==> config.mk <==
export PLATFORM = sky130hd
export DESIGN_NAME = instruction_fetch_unit
export DESIGN_NICKNAME = d
export VERILOG_FILES = /design/src/rtl/ifu_pkg.sv /design/src/rtl/ifu_fifo.sv /design/src/rtl/instruction_fetch_unit.sv
export SDC_FILE = /design/constraint.sdc
export NUM_CORES = 1
export LEC_CHECK = 0
export ABC_CLOCK_PERIOD_IN_PS = 20200
export CELL_PAD_IN_SITES_DETAIL_PLACEMENT = 0
export CELL_PAD_IN_SITES_GLOBAL_PLACEMENT = 1
export CORE_ASPECT_RATIO = 0.9
export CORE_MARGIN = 4
export CORE_UTILIZATION = 42
export CTS_CLUSTER_DIAMETER = 40
export DETAILED_ROUTE_END_ITERATION = 7
export PLACE_DENSITY = 0.91
export SLEW_MARGIN = 10
export SYNTH_ARGS = -nofsm -noshare
export SYNTH_HDL_FRONTEND = slang
export SYNTH_SLANG_ARGS = --single-unit
export TNS_END_PERCENT = 20
==> constraint.sdc <==
create_clock -name clk -period 20.2 [get_ports clk]
set_input_delay 6.06 -clock clk [delete_from_list [all_inputs] [get_ports clk]]
set_output_delay 6.06 -clock clk [all_outputs]
set_load 0.02 [all_outputs]
==> src/rtl/ifu_pkg.sv <==
// Shared types and constants for the RV32I instruction fetch unit.
package ifu_pkg;

    typedef enum logic [1:0] {
        REQ   = 2'd0,
        WAIT  = 2'd1,
        FLUSH = 2'd2,
        HALT  = 2'd3
    } ifu_state_t;

    localparam logic [31:0] INST_NOP = 32'h0000_0013;
    localparam logic [31:0] PC_STEP  = 32'd4;

endpackage

==> src/rtl/ifu_fifo.sv <==
// Synchronous FIFO of {pc,instr} entries with a single-cycle flush.
// A push into a full FIFO is accepted only when a pop happens in the same cycle.
module ifu_fifo
    import ifu_pkg::*;
#(
    parameter int DEPTH = 2,
    localparam int AW   = $clog2(DEPTH)
) (
    input  logic          clk,
    input  logic          rst_n,
    input  logic          flush,
    input  logic          push,
    input  logic [63:0]   wdata,
    input  logic          pop,
    output logic [63:0]   rdata,
    output logic [AW:0]   count,
    output logic          full,
    output logic          empty
);

    logic [63:0]   mem [DEPTH];
    logic [AW-1:0] wr_ptr;
    logic [AW-1:0] rd_ptr;
    logic          do_push;
    logic          do_pop;

    assign empty   = (count == '0);
    assign full    = (count == (AW+1)'(DEPTH));
    assign do_pop  = pop && !empty;
    assign do_push = push && !flush && (!full || do_pop);
    assign rdata   = mem[rd_ptr];

    // Pointer and occupancy bookkeeping; flush empties the queue in one cycle.
    always_ff @(posedge clk) begin
        if (!rst_n || flush) begin
            wr_ptr <= '0;
            rd_ptr <= '0;
            count  <= '0;
        end else begin
            if (do_push) wr_ptr <= wr_ptr + 1'b1;
            if (do_pop)  rd_ptr <= rd_ptr + 1'b1;
            case ({do_push, do_pop})
                2'b10:   count <= count + 1'b1;
                2'b01:   count <= count - 1'b1;
                default: count <= count;
            endcase
        end
    end

    // Entry storage; contents are don't-care while the slot is unoccupied.
    always_ff @(posedge clk) begin
        if (do_push) mem[wr_ptr] <= wdata;
    end

endmodule

==> src/rtl/instruction_fetch_unit.sv <==
// RV32I fetch stage: owns the PC, issues one word fetch at a time to
// instruction memory, queues returned words with their PCs and hands them to
// the decoder over valid/ready. Redirects flush the queue and drop any
// response still in flight.
// Build option: define IFU_MISALIGN_CHECK_EN to fault on misaligned redirect
// targets; otherwise the target's low two bits are ignored.
module instruction_fetch_unit
    import ifu_pkg::*;
#(
    parameter logic [31:0] RESET_PC   = 32'h0000_0000,
    parameter int          FIFO_DEPTH = 2
) (
    input  logic        clk,
    input  logic        rst_n,
    input  logic        en,
    input  logic        redirect_valid,
    input  logic [31:0] redirect_pc,
    output logic        imem_req_valid,
    input  logic        imem_req_ready,
    output logic [31:0] imem_req_addr,
    input  logic        imem_rsp_valid,
    input  logic [31:0] imem_rsp_data,
    input  logic        imem_rsp_err,
    output logic        inst_valid,
    input  logic        inst_ready,
    output logic [31:0] instruction_code,
    output logic [31:0] inst_pc,
    output logic        fetch_fault
);

    localparam int            CW      = $clog2(FIFO_DEPTH) + 1;
    localparam logic [CW-1:0] DEPTH_C = CW'(FIFO_DEPTH);

    ifu_state_t  state, state_d;
    logic [31:0] pc, pc_d;
    logic        fault_d;
    logic        req_pend;
    logic        push;
    logic        req_fire;
    logic        outstanding;
    logic        room;
    logic        stale_pending;
    logic        misalign;
    logic [31:0] redirect_tgt;

    logic [63:0]   fifo_rdata;
    logic [CW-1:0] fifo_count;
    logic          fifo_full;
    logic          fifo_empty;

`ifdef IFU_MISALIGN_CHECK_EN
    assign misalign     = (redirect_pc[1:0] != 2'b00);
    assign redirect_tgt = {redirect_pc[31:2], 2'b00};
`else
    assign misalign     = 1'b0;
    assign redirect_tgt = {redirect_pc[31:2], redirect_pc[1:0] & 2'b00};
`endif

    // A request counts against queue space until its response lands.
    assign outstanding = (state == WAIT) || (state == FLUSH);
    assign room        = !fifo_full && ((fifo_count + CW'(outstanding)) < DEPTH_C);

    // Once raised, a request stays up until accepted even if en drops.
    assign imem_req_valid = rst_n && (state == REQ) &&
                            (req_pend || (en && !fetch_fault && room));
    assign imem_req_addr  = pc;
    assign req_fire       = imem_req_valid && imem_req_ready;

    // A response is still owed to us after this cycle: a redirect must drop it.
    assign stale_pending = ((state == REQ) && req_fire) ||
                           (((state == WAIT) || (state == FLUSH)) && !imem_rsp_valid);

    assign inst_valid       = !fifo_empty;
    assign instruction_code = fifo_empty ? 32'h0 : fifo_rdata[31:0];
    assign inst_pc          = fifo_empty ? 32'h0 : fifo_rdata[63:32];

    // State, PC, sticky fault and request-hold registers.
    always_ff @(posedge clk) begin
        if (!rst_n) begin
            state       <= REQ;
            pc          <= RESET_PC;
            fetch_fault <= 1'b0;
            req_pend    <= 1'b0;
        end else begin
            state       <= state_d;
            pc          <= pc_d;
            fetch_fault <= fault_d;
            req_pend    <= imem_req_valid && !imem_req_ready && !redirect_valid;
        end
    end

    // Next-state, PC update and queue push; redirect overrides everything.
    always_comb begin
        state_d = state;
        pc_d    = pc;
        fault_d = fetch_fault;
        push    = 1'b0;
        case (state)
            REQ: begin
                if (req_fire) state_d = WAIT;
            end
            WAIT: begin
                if (imem_rsp_valid) begin
                    if (imem_rsp_err) begin
                        fault_d = 1'b1;
                        state_d = HALT;
                    end else begin
                        push    = 1'b1;
                        pc_d    = pc + PC_STEP;
                        state_d = REQ;
                    end
                end
            end
            FLUSH: begin
                if (imem_rsp_valid) state_d = REQ;
            end
            HALT: begin
                state_d = HALT;
            end
            default: state_d = REQ;
        endcase
        if (redirect_valid) begin
            push    = 1'b0;
            pc_d    = redirect_tgt;
            fault_d = misalign;
            if (stale_pending)  state_d = FLUSH;
            else if (misalign)  state_d = HALT;
            else                state_d = REQ;
        end
    end

    ifu_fifo #(.DEPTH(FIFO_DEPTH)) u_fifo (
        .clk   (clk),
        .rst_n (rst_n),
        .flush (redirect_valid),
        .push  (push),
        .wdata ({pc, imem_rsp_data}),
        .pop   (inst_valid && inst_ready),
        .rdata (fifo_rdata),
        .count (fifo_count),
        .full  (fifo_full),
        .empty (fifo_empty)
    );

endmodule
Word-level counts from Yosys, hierarchy flattened
Memory sizes are Yosys's and may differ from the RTL's. A register that Yosys moved wholly into a read port is not among the register bits.
Cells that the tools add are included.
- bits in registers: 40
- memory bits (writable): 128
- memories kept: 1
- memories (name ; words ; width ; rd ports ; clocked after Yosys merged registers in ; write ports ; RTL line ; source):
    u_fifo.mem ; 2 ; 64 ; 1 ; 1 ; 1 ; ifu_fifo.sv:21 ; logic [63:0] mem [DEPTH];
- add/sub/neg operators: 6
- order comparisons: 1
- equality and inequality tests: 10
- muxes and demuxes: 22
- bitwise operators: 2
- reduce and logical (&&, ||, !) cells: 36
- operators with widths (operator ; count):
    2-to-1 mux 32 bit ; 6
    adder 32 x 3 -> 32 bit (second input constant) ; 1
    logical AND 1 bit ; 14
    2-to-1 mux 2 bit ; 6
    AND reduction 3 bit ; 4
    inequality test 3 bit (second input constant) ; 3
    equality test 2 bit (second input constant) ; 4
    2-to-1 mux 1 bit ; 8
    one-hot mux 2 bit (4 select lines) ; 1
    zero test 1 bit ; 7
    nonzero test 2 bit ; 3
    logical OR 1 bit ; 5
    equality test 2 x 1 -> 1 bit (second input constant) ; 2
    zero test 2 bit ; 2
    one-hot mux 2 bit (2 select lines) ; 1
    adder 1 bit (second input constant) ; 2
    adder 2 x 1 -> 2 bit ; 1
    adder 2 x 1 -> 2 bit (second input constant) ; 1
    less-than comparator 2 bit (second input constant) ; 1
    inequality test 2 bit (second input constant) ; 1
    NOT 1 bit ; 2
    OR reduction 2 bit ; 1
    subtractor 2 x 1 -> 2 bit (second input constant) ; 1

Longest topological paths before layout
Gate-level depths: netlist (run 1).
- depth after elaboration: 13
- depth in mapped cells: 8
- gate-level depth less buffers: 6

Cells and area by module
A second synthesis (run 1) with hierarchy kept.
- cells, all modules: 577
- area total of the unflattened synthesis: 7494.7 µm²
- modules (own cells, without submodules) (module ; times used ; cells an instance ; area an instance (µm²)):
    ifu_fifo ; 1 ; 230 ; 4869.7
    instruction_fetch_unit ; 1 ; 347 ; 2625.0

Worst setup path after synthesis (run 1)
No wires, ideal clock.
- kind: in2reg
- from: input port redirect_valid
- to: memory u_fifo.mem[0][0] (enable)
- arrival time: 12.442 ns
- data required time: 19.565 ns
- slack: 7.122 ns
- cell stages on the path: 3
- path buffers: 2
- cell sequence: clkbuf_1 -> clkbuf_1 -> nor4_1
- cells in the longest elaborated chain, start to end: 5
- ends and longest elaborated chain (element ; RTL line ; source):
    start, declared ; instruction_fetch_unit.sv:16 ; input logic redirect_valid,
    2-to-1 mux 1 bit / zero test 1 bit (equally long branches) ; instruction_fetch_unit.sv:122, ifu_fifo.sv:30 ;
    logical AND 1 bit * (2 in a row) ; ifu_fifo.sv:30 ; assign do_push = push && !flush && (!full || do_pop);
    2-to-1 mux 1 bit * ; ifu_fifo.sv:52 ; if (do_push) mem[wr_ptr] <= wdata;
    2-to-1 mux 1 bit (not written as such) * ; ifu_fifo.sv:52 ;
    end, declared ; ifu_fifo.sv:21 ;
Mark *: on every way between the ends. The rest lies on a longest branch, timed or not.

Worst setup path after layout (run 1)
- from: input port rst_n
- to: output port imem_req_valid
- cells in the longest elaborated chain, start to end: 2
- ends and longest elaborated chain (element ; RTL line ; source):
    start, declared ; instruction_fetch_unit.sv:14 ; input logic rst_n,
    logical AND 1 bit (2 in a row) ; instruction_fetch_unit.sv:64 ; assign imem_req_valid = rst_n && (state == REQ) &&
    end, declared ; instruction_fetch_unit.sv:18 ; output logic imem_req_valid,
No other way between the ends.

==> results of run 1 <==
worst min-delay path by stage:
| stage | from | endpoint | cells past startpoint |
|---|---|---|---|
| 2_1_floorplan | u_fifo.rd_ptr | flip-flop | 2 |
| 3_3_place_gp | fetch_fault | fetch_fault | 2 |
| 3_5_place_dp | fetch_fault | fetch_fault | 2 |
| 4_1_cts | fetch_fault | fetch_fault | 2 |
| 5_1_grt | fetch_fault | fetch_fault | 2 |
| 6_report | fetch_fault | fetch_fault | 2 |
synthesized netlist by cell type, types with 4 or more instances:
| library cell | n |
|---|---|
| edfxtp_1 | 124 |
| nor2_1 | 78 |
| mux2i_1 | 65 |
| dfxtp_1 | 39 |
| o21ai_0 | 25 |
| clkbuf_1 | 23 |
| nand2_1 | 18 |
| a31oi_1 | 16 |
| nand3_1 | 15 |
| nor3_1 | 12 |
| or4_1 | 12 |
| nand4_1 | 11 |
| o31ai_1 | 11 |
| a211oi_1 | 9 |
| a21oi_1 | 9 |
| inv_1 | 7 |
| xnor2_1 | 7 |
| buf_4 | 5 |
| ha_1 | 5 |
| nor4_1 | 5 |
| xor2_1 | 5 |
| and3_1 | 4 |
| buf_1 | 4 |
| or3_1 | 4 |
cell usage in the layout, fill, tap and decap left out, drive strengths merged, types with 5 or more instances in the layout:
master         count
nand3             15
or3                6
nor4               5
or4               12
xnor2              7
a21oi              9
nand4             12
inv               13
mux2i             65
a31oi             16
o31ai             11
clkbuf            18
nand2             18
dfxtp             39
a211oi             9
clkdlybuf4s50    164
nor2              78
ha                 5
xor2               5
o21ai             25
nor3              12
edfxtp           124
logic make-up after synthesis:
kind of cell,Yosys count,share of synthesized area (%)
AOI/OAI and AO/OA,82,7.614
xor gates and xnor gates,12,1.501
adders and majority gates,5,0.8937
buffers and inverters,46,3.181
DFF,163,64.34
muxes,65,9.294
other,1,0.05357
and+or+nand+nor,182,13.12
registers in the layout (all words and copies together), names as in the netlist, named ones only:
register / count
fetch_fault: 1
imem_req_addr: 30
u_fifo.rd_ptr: 1
u_fifo.wr_ptr: 1
state: 2
u_fifo.mem: 124
u_fifo.count: 2
req_pend: 1
critical path, stage by stage:
cell and delay (ns):
clkdlybuf4s50_1 0.45, buf_4 0.29, inv_1 0.30, nor2_1 0.18, clkdlybuf4s50_1 0.62
stage by stage:
step | power [mW] | hold slack (ns)
finish | 0.7448 | 0.4974
global route | 0.7712 | 0.5478
CTS | 0.7516 | 0.5012
detailed placement | 0.4322 | 0.4848
global placement | 0.4304 | 0.4809
floorplan | 0.4020 | 0.4725
where the power goes:
part	switching (mW)	internal (mW)
Sequential	0.0100	0.366
Combinational	0.0234	0.0262
Clock	0.136	0.183
area by class of cell:
type | instances | area share, %
flip-flops and latches | 163 | 48.21
well taps | 207 | 2.770
multi-input cells | 350 | 24.61
clock inverters | 14 | 1.632
inverters | 8 | 0.3211
clock buffers | 18 | 4.589
repair buffers | 168 | 17.88
layer usage:
layer	GRT usage, %	routed length [um]	share of wire [%]	vias up
li1	-	-	-	2409
met1	23.99	7514	44	2477
met2	30.02	8209	48	163
met3	5.786	1285	7.5	14
met4	5.592	146	0.85	0
met5	0	0	0	-
==> impl_results.rst, run 1 <==
.. list-table::
   :header-rows: 1

   * - Metric
     - Value
   * - Placed standard-cell area
     - 8770 um^2
   * - Clock transition at the register clock pins on the worst setup and hold paths after CTS
     - 0.06 ns
   * - Total instance count after detailed placement
     - 896
   * - Register-to-register path setup slack
     - 17.37 ns
   * - Max Freq
     - 71.62 MHz
   * - Via count of the first global-routing pass
     - about 5000
   * - Post-synthesis cell type count
     - 55
   * - Largest clock skew in the final design
     - 0.009077 ns
   * - RD Place Congestion
     - 0.8308
   * - Required time at the worst-slack endpoint
     - 14.14 ns
   * - Cell leakage power
     - ~2.9 nW
   * - Antenna violations before repair
     - 0
   * - Number of instances in the synthesized netlist
     - 556
   * - Ys flop type
     - edfxtp_1
   * - Clk buf depth
     - 2
   * - Share of flip-flops with an asynchronous set or reset
     - 0%
   * - Number of nets still failing antenna checks after routing
     - 0
   * - Global-route wire length before repair
     - between 20 and 30 mm
   * - Top-area cell type share of the netlist area
     - about 53%
   * - Synthesis-stage register bit count
     - 163
   * - Final Core Density
     - 57.58%
   * - Initial cell density of the core
     - 43.10%
   * - Post-synth EDFFs
     - 124
   * - Global routing usage summed across all routing layers
     - 18.50%
   * - Post-CTS setup repair buffer count
     - 0
   * - Routed wire length
     - 17.16 mm
   * - Height of the chip
     - 130.5 um
   * - Portion of the clock cycle consumed by the worst path in the final layout
     - 69.12%
   * - Fill cell instance count of the final layout
     - 1312
   * - Final TNS setup
     - 0 ns
   * - Kind of start point of the critical path
     - input port
   * - Final setup fails
     - 0
   * - Average cell area after synthesis
     - 12.59 um^2
   * - Data arrival time at the worst-slack endpoint
     - just under 8 ns
   * - DR iter-0 viols
     - 279
   * - # rows
     - 44
   * - Number of vias after detailed routing
     - 5063
   * - Post-layout min period
     - 13.96 ns
   * - Worst-case headroom to the max-slew limit
     - 25.11%
   * - Class of the worst hold path
     - reg -> reg
   * - Pre-Repair DR Iteration Count
     - 5
   * - Quantity of hold-fixing buffers added after cts
     - 0
   * - Setup ws final
     - 6.238 ns
   * - Critical-path maximum fanout
     - 30
   * - Kind of critical path
     - in -> out
   * - Area occupied by multi-input gates
     - 2301 um^2
   * - Leading cell types by total area after synthesis
     - edfxtp_1 (53%), dfxtp_1 (11%), mux2i_1 (9.3%)
   * - Kind of end point of the critical path
     - output port
   * - Clock latency reported for the late side of the worst-skew pair
     - 0.43 ns
   * - Average vias per placed instance
     - 5.456
   * - CTS tree
     - built
   * - Warning count from the yosys run
     - 0
   * - Origin of the worst setup path
     - rst_n
   * - Overall die width
     - 144.1 um
   * - Number of CTS-inserted buffers
     - 17
   * - Total DRC errors in the routed layout
     - 0
   * - Status
     - completed
   * - Post-cts sizing count
     - 0
   * - Die area
     - around 19000 um^2
   * - Final standard cell count with taps included and fillers excluded
     - 928
   * - Number of I/O port buffers
     - 164
   * - Slew at the pin closest to its max-slew limit
     - between 1 and 1.5 ns
   * - Share of the yosys chip area belonging to registers
     - 64.34%
   * - Number of cells on the worst reg-to-reg path
     - 5
   * - Root Buffer
     - clkbuf_16
   * - Final Instance Area
     - about 9400 um^2
   * - Worst Setup EP
     - imem_req_valid
   * - Detailed placement HPWL
     - 11.09 mm
   * - Reg2reg end
     - u_fifo.mem[1][35]
   * - Top cell type by total area after synthesis
     - edfxtp_1
   * - Area growth from synthesis to layout
     - 33.58%
   * - I/O pin cnt
     - 171
   * - Diode insertion count for antenna repair
     - 0
   * - Number of clock sinks seen by CTS
     - ~160
   * - Reg-to-Reg Start
     - state[1]
   * - Placeable core region
     - 16240 um^2
   * - Fraction of layout instances using a drive strength above 1
     - 6.657%
   * - Unrepaired setup endpoints after global routing
     - false
   * - Worst vdd ir
     - 0.00005946 V
   * - Number of pins exceeding their max-slew limit in the final report
     - 0
   * - Number of H-tree levels
     - 4
   * - Total power density per cell area
     - 79.64 nW/um^2
   * - Maximum number of pins on one net before global-route repair
     - 64
   * - Worst setup slack before clock tree synthesis
     - 6.254 ns
   * - Cell Area, Synth
     - 7000 um^2
   * - Max-cap violations
     - 0
   * - Overflow after GRT
     - 0
   * - FF+latch area
     - 4508 um^2
   * - Count of nets after finishing
     - 785
   * - Routed len/inst
     - 18.49 um
   * - Number of hold violations in the final report
     - 0
(Power assumes the default switching activity.)
==> inputs of run 2 (changes only) <==
Settings changed: ABC_CLOCK_PERIOD_IN_PS 20200 to 14000, CORE_UTILIZATION 42 to 39, PLACE_DENSITY 0.91 to 0.85.
Clock period 20.2 ns to 14 ns, I/O delays scaled along.
==> run 2 against run 1 <==
Against the previous run:
- via count is 0.36% higher
- final area is the same
- sequential share of layout area stayed put
- flip-flop and latch count did not move
- worst hold slack worse by 0.00064 ns
==> impl_results.rst, run 2 (synthesized netlist as in run 1, its figures left out) <==
.. list-table::
   :header-rows: 1

   * - Metric
     - Value
   * - Antenna violations before repair
     - 0
   * - Final Instance Area
     - 9351 um^2
   * - Maximum number of pins on one net before global-route repair
     - 63
   * - Placeable core region
     - 17610 um^2
   * - Number of vias after detailed routing
     - approximately 5000
   * - Post-CTS setup repair buffer count
     - 0
   * - Sequential share of power
     - 52.4%
   * - Most common cell after layout, fill and taps aside
     - clkdlybuf4s50_1
   * - Data arrival time at the worst-slack endpoint
     - around 6.0 ns
   * - Number of clock sinks seen by CTS
     - approximately 160
   * - Final setup fails
     - 0
   * - Max Freq
     - ~98 MHz
   * - Quantity of hold-fixing buffers added after cts
     - 0
   * - Die area
     - 20160 um^2
   * - Hold Path Depth
     - 2
   * - Slowest cell delay on critical path
     - 0.61 ns
   * - CP Cell Sequence
     - clkdlybuf4s50_1, buf_4, inv_1, nor2_1, clkdlybuf4s50_1
   * - Routed wire length
     - 17.53 mm
   * - Root Buffer
     - clkbuf_16
   * - Kind of start point of the critical path
     - input port
   * - Internal power
     - between 0.7 and 0.8 mW
   * - Class of the worst hold path
     - reg -> reg
   * - Via count of the first global-routing pass
     - between 4000 and 5000
   * - # rows
     - 46
   * - Number of H-tree levels
     - 4
   * - Final TNS setup
     - 0 ns
   * - Fraction of power consumed by combinational cells
     - 6.9%
   * - I/O pin cnt
     - 171
   * - Largest reg by FF count
     - u_fifo.mem
   * - Worst-path cell with the longest stage delay
     - clkdlybuf4s50_1
   * - Number of pins exceeding their max-slew limit in the final report
     - 0
   * - Clock latency reported for the late side of the worst-skew pair
     - around 0.42 ns
   * - Sw power
     - 0.2418 mW
   * - Number of CTS-inserted buffers
     - 17
   * - DR iter-0 viols
     - 310
   * - Max-cap violations
     - 0
   * - Post-layout min period
     - 10.23 ns
   * - Fraction of layout instances using a drive strength above 1
     - under 10%
   * - Largest clock skew in the final design
     - about 0.0058 ns
   * - Global-route wire length before repair
     - 26.99 mm
   * - Clk buf depth
     - 2
   * - Clock transition at the register clock pins on the worst setup and hold paths after CTS
     - 0.06 ns
   * - Slew at the pin closest to its max-slew limit
     - 1.127 ns
   * - Global routing usage summed across all routing layers
     - 17.35%
   * - Kind of end point of the critical path
     - output port
   * - Area occupied by multi-input gates
     - 2301 um^2
   * - Diode insertion count for antenna repair
     - 0
   * - Max reg flops
     - 124
   * - Number of I/O port buffers
     - 164
   * - Critical-path maximum fanout
     - 30
   * - Part of the power in the clock network
     - between 40% and 50%
   * - Average vias per placed instance
     - 5.282
   * - Total instance count after detailed placement
     - 930
   * - Number of nets still failing antenna checks after routing
     - 0
   * - Unrepaired setup endpoints after global routing
     - false
   * - Overall die width
     - 149.2 um
   * - Height of the chip
     - 135.1 um
   * - Total power density per cell area
     - 110.7 nW/um^2
   * - Routed len/inst
     - between 15 and 20 um
   * - Net Sw Frac
     - 23.36%
   * - Initial cell density of the core
     - 39.75%
   * - Pre-Repair DR Iteration Count
     - 4
   * - Final standard cell count with taps included and fillers excluded
     - about 960
   * - Fill cell instance count of the final layout
     - about 1600
   * - CTS tree
     - built
   * - Status
     - completed
   * - Number of cells on the worst reg-to-reg path
     - 5
   * - FF+latch area
     - 4508 um^2
   * - Number of hold violations in the final report
     - 0
   * - Detailed placement HPWL
     - between 10 and 15 mm
   * - Total DRC errors in the routed layout
     - 0
   * - Kind of critical path
     - in -> out
   * - Cell leakage power
     - 2.913 nW
   * - Required time at the worst-slack endpoint
     - 9.80 ns
   * - Placed standard-cell area
     - 8818 um^2
   * - RD Place Congestion
     - approximately 0.81
   * - Post-cts sizing count
     - 0
   * - Worst vdd ir
     - 0.00007973 V
   * - Overflow after GRT
     - 0
   * - Power after layout
     - between 1 and 1.5 mW
   * - Count of nets after finishing
     - 786
   * - Cell repeated most along the worst path
     - clkdlybuf4s50_1
   * - Worst-case headroom to the max-slew limit
     - between 20% and 30%
   * - Area growth from synthesis to layout
     - 33.58%
   * - Portion of the clock cycle consumed by the worst path in the final layout
     - 73.06%
   * - Commonest cells after routing, fill and taps aside
     - clkdlybuf4s50_1 (164), edfxtp_1 (124), nor2_1 (77), mux2i_1 (65), dfxtp_1 (38)
-- run 2: cell count changes in the layout (fill, tap and decap cells not counted) --
cell	delta
buf_4	+1
clkinv_4	+1
bufinv_16	-2
clkbuf_1	-1
clkinv_1	+3
clkinv_2	-1
-- run 2: worst paths after layout --
path / start / endpoint / slack (ns)
worst max-delay path: rst_n / imem_req_valid / 3.77
worst min-delay path: fetch_fault / fetch_fault / 0.50
worst min register to register: fetch_fault / fetch_fault / 0.50
worst max register to register: state[1] / u_fifo.mem[1][48] / 11.15
-- run 2: per-stage QoR --
stage,hold WS [ns],worst slack [ns],utilization [%]
2_1_floorplan,0.4725,2.783,-
3_3_place_gp,0.4785,3.779,50.07
3_5_place_dp,0.4816,3.788,50.07
4_1_cts,0.4947,3.776,53.10
5_1_grt,0.5430,3.661,53.10
6_report,0.4967,3.771,53.10
-- run 2: critical path, delay by kind of cell --
family | cells | cell delay, ns
buffers and inverters | 4 | 1.63
AND/OR/NAND/NOR | 1 | 0.17
-- run 2: final cells by class --
class / count / share of cell area, %
Sequential cell: 163 / 48.21
Multi-Input combinational cell: 350 / 24.61
Timing Repair Buffer: 169 / 17.96
Clock buffer: 17 / 4.549
Tap cell: 240 / 3.211
Clock inverter: 15 / 1.151
Inverter: 8 / 0.3211
-- run 2: power groups by stage --
stage                     logic (mW)  clock network [mW]  registers [mW]
final                         0.0716               0.421           0.543
after global routing          0.0769               0.455           0.544
after CTS                     0.0718               0.431           0.543
after detailed placement      0.0713                   0           0.553
after global placement        0.0695                   0           0.552
after floorplan               0.0245                   0           0.555
-- run 2: per-layer routing --
layer / part of all wire (%) / GRT usage, % / wire [um] / vias up
li1: - / - / - / 2405
met1: 43 / 23.26 / 7545 / 2461
met2: 48 / 27.32 / 8352 / 199
met3: 8.2 / 6.007 / 1434 / 16
met4: 1.2 / 4.118 / 202 / 0
met5: 0 / 0 / 0 / -
==> inputs of run 3 (changes only) <==
Settings changed: ABC_CLOCK_PERIOD_IN_PS 14000 to 10550.
Clock period 14 ns to 10.55 ns, I/O delays scaled along.
==> run 3 against run 2 <==
Against the previous run:
- via count down 0.69%
- flip-flop and latch count unchanged
- worst setup slack worse by 1.4 ns
- highest routed layer unchanged
==> impl_results.rst, run 3 (synthesized netlist as in run 1, its figures left out) <==
.. list-table::
   :header-rows: 1

   * - Metric
     - Value
   * - # rows
     - 46
   * - Placeable core region
     - 17610 um^2
   * - Largest clock skew in the final design
     - 0.008773 ns
   * - Overflow after GRT
     - 0
   * - Count of nets after finishing
     - 786
   * - CTS tree
     - built
   * - Power after layout
     - 1.457 mW
   * - Fill cell instance count of the final layout
     - 1501
   * - Total DRC errors in the routed layout
     - 0
   * - Portion of the clock cycle consumed by the worst path in the final layout
     - approximately 77%
   * - Antenna violations before repair
     - 0
   * - Area growth from synthesis to layout
     - 34.73%
   * - Number of clock sinks seen by CTS
     - 163
   * - Worst-case headroom to the max-slew limit
     - 25.41%
   * - Commonest cells after routing, fill and taps aside
     - clkdlybuf4s50_1 (164), edfxtp_1 (124), nor2_1 (77), mux2i_1 (65), dfxtp_1 (38)
   * - Max Freq
     - 122.4 MHz
   * - Fraction of layout instances using a drive strength above 1
     - 6.380%
   * - DR iter-0 viols
     - roughly 360
   * - Kind of end point of the critical path
     - output port
   * - Kind of start point of the critical path
     - input port
   * - Number of H-tree levels
     - 4
   * - Clk buf depth
     - 2
   * - Post-cts sizing count
     - 0
   * - Post-layout min period
     - 8.171 ns
   * - Clock latency reported for the late side of the worst-skew pair
     - 0.42 ns
   * - Number of I/O port buffers
     - 164
   * - Detailed placement HPWL
     - 11.31 mm
   * - Slowest cell delay on critical path
     - between 0.6 and 0.7 ns
   * - Unrepaired setup endpoints after global routing
     - false
   * - Initial cell density of the core
     - 39.75%
   * - Number of hold violations in the final report
     - 0
   * - Final setup fails
     - 0
   * - Quantity of hold-fixing buffers added after cts
     - 0
   * - Max-cap violations
     - 0
   * - Post-CTS setup repair buffer count
     - 0
   * - Routed len/inst
     - 17.85 um
   * - Global-route wire length before repair
     - ~26 mm
   * - Worst vdd ir
     - 0.0001078 V
   * - Data arrival time at the worst-slack endpoint
     - around 5.0 ns
   * - Number of nets still failing antenna checks after routing
     - 0
   * - Most common cell after layout, fill and taps aside
     - clkdlybuf4s50_1
   * - Largest reg by FF count
     - u_fifo.mem
   * - Routed wire length
     - about 17 mm
   * - Root Buffer
     - clkbuf_16
   * - Status
     - completed
   * - Worst setup slack before clock tree synthesis
     - 2.398 ns
   * - Cell repeated most along the worst path
     - clkdlybuf4s50_1
   * - Number of pins exceeding their max-slew limit in the final report
     - 0
   * - I/O pin cnt
     - 171
   * - Total power density per cell area
     - 154.5 nW/um^2
   * - Number of vias after detailed routing
     - 5046
   * - Die area
     - about 20000 um^2
   * - Average vias per placed instance
     - 5.251
   * - Via count of the first global-routing pass
     - between 4000 and 5000
   * - Diode insertion count for antenna repair
     - 0
   * - Number of CTS-inserted buffers
     - 17
   * - Global routing usage summed across all routing layers
     - 17.00%
   * - Required time at the worst-slack endpoint
     - between 7 and 8 ns
   * - Setup ws final
     - around 2.4 ns
   * - RD Place Congestion
     - 0.8002
   * - Final TNS setup
     - 0 ns
   * - CP Cell Sequence
     - clkdlybuf4s50_1, buf_4, inv_1, nor2_1, clkdlybuf4s50_1
   * - Worst-path cell with the longest stage delay
     - clkdlybuf4s50_1
   * - Worst hold-check slack
     - 0.4971 ns
   * - Cell leakage power
     - 2.947 nW
   * - Class of the worst hold path
     - reg -> reg
   * - Final Core Density
     - 53.55%
   * - Slew at the pin closest to its max-slew limit
     - between 1 and 1.5 ns
   * - Critical-path maximum fanout
     - 30
   * - Overall die width
     - 149.2 um
   * - Kind of critical path
     - in -> out
   * - Max reg flops
     - 124
   * - Pre-Repair DR Iteration Count
     - 4
   * - Maximum number of pins on one net before global-route repair
     - 63
   * - Height of the chip
     - approximately 140 um
   * - Clock transition at the register clock pins on the worst setup and hold paths after CTS
     - approximately 0.06 ns
[run 3: final timing paths]
check | to | cells past startpoint | slack [ns] | startpoint
min reg2reg | fetch_fault | 2 | 0.50 | fetch_fault
min | fetch_fault | 2 | 0.50 | fetch_fault
max | imem_req_valid | 5 | 2.38 | rst_n
max reg2reg | u_fifo.mem[1][17] | 5 | 7.72 | state[1]
[run 3: metal layers]
| metal | wire length (um) | track usage, % |
|---|---|---|
| met1 | 7499 | 21.98 |
| met2 | 8144 | 27.44 |
| met3 | 1217 | 5.134 |
| met4 | 290 | 5.694 |
| met5 | 0 | 0 |
[run 3: per-stage QoR]
stage / cells / instance area [um^2]
floorplan: 559 / 7012
global placement: 930 / 8818
detailed placement: 930 / 8818
CTS: 961 / 9432
global route: 961 / 9432
finish: 961 / 9432
[run 3: worst max-delay path: cells and delay by family]
kind,cells,cell delay [ns]
buffers and inverters,4,1.64
and+or+nand+nor,1,0.19
[run 3: where the power goes]
part           switching [mW]  leakage, nW  internal, mW  total (mW)
Sequential             0.0194         1.45         0.701       0.720
Clock                   0.247        0.284         0.395       0.642
Combinational          0.0444         1.22        0.0503      0.0947
[run 3: final cells by class]
class                           count  area, um^2  area share, %
Clock buffer                       18       429.2          4.550
Clock inverter                     13       183.9          1.950
Inverter                            8       30.03         0.3184
Multi-Input combinational cell    350        2301          24.40
Sequential cell                   163        4508          47.80
Tap cell                          240       300.3          3.184
Timing Repair Buffer              169        1679          17.80
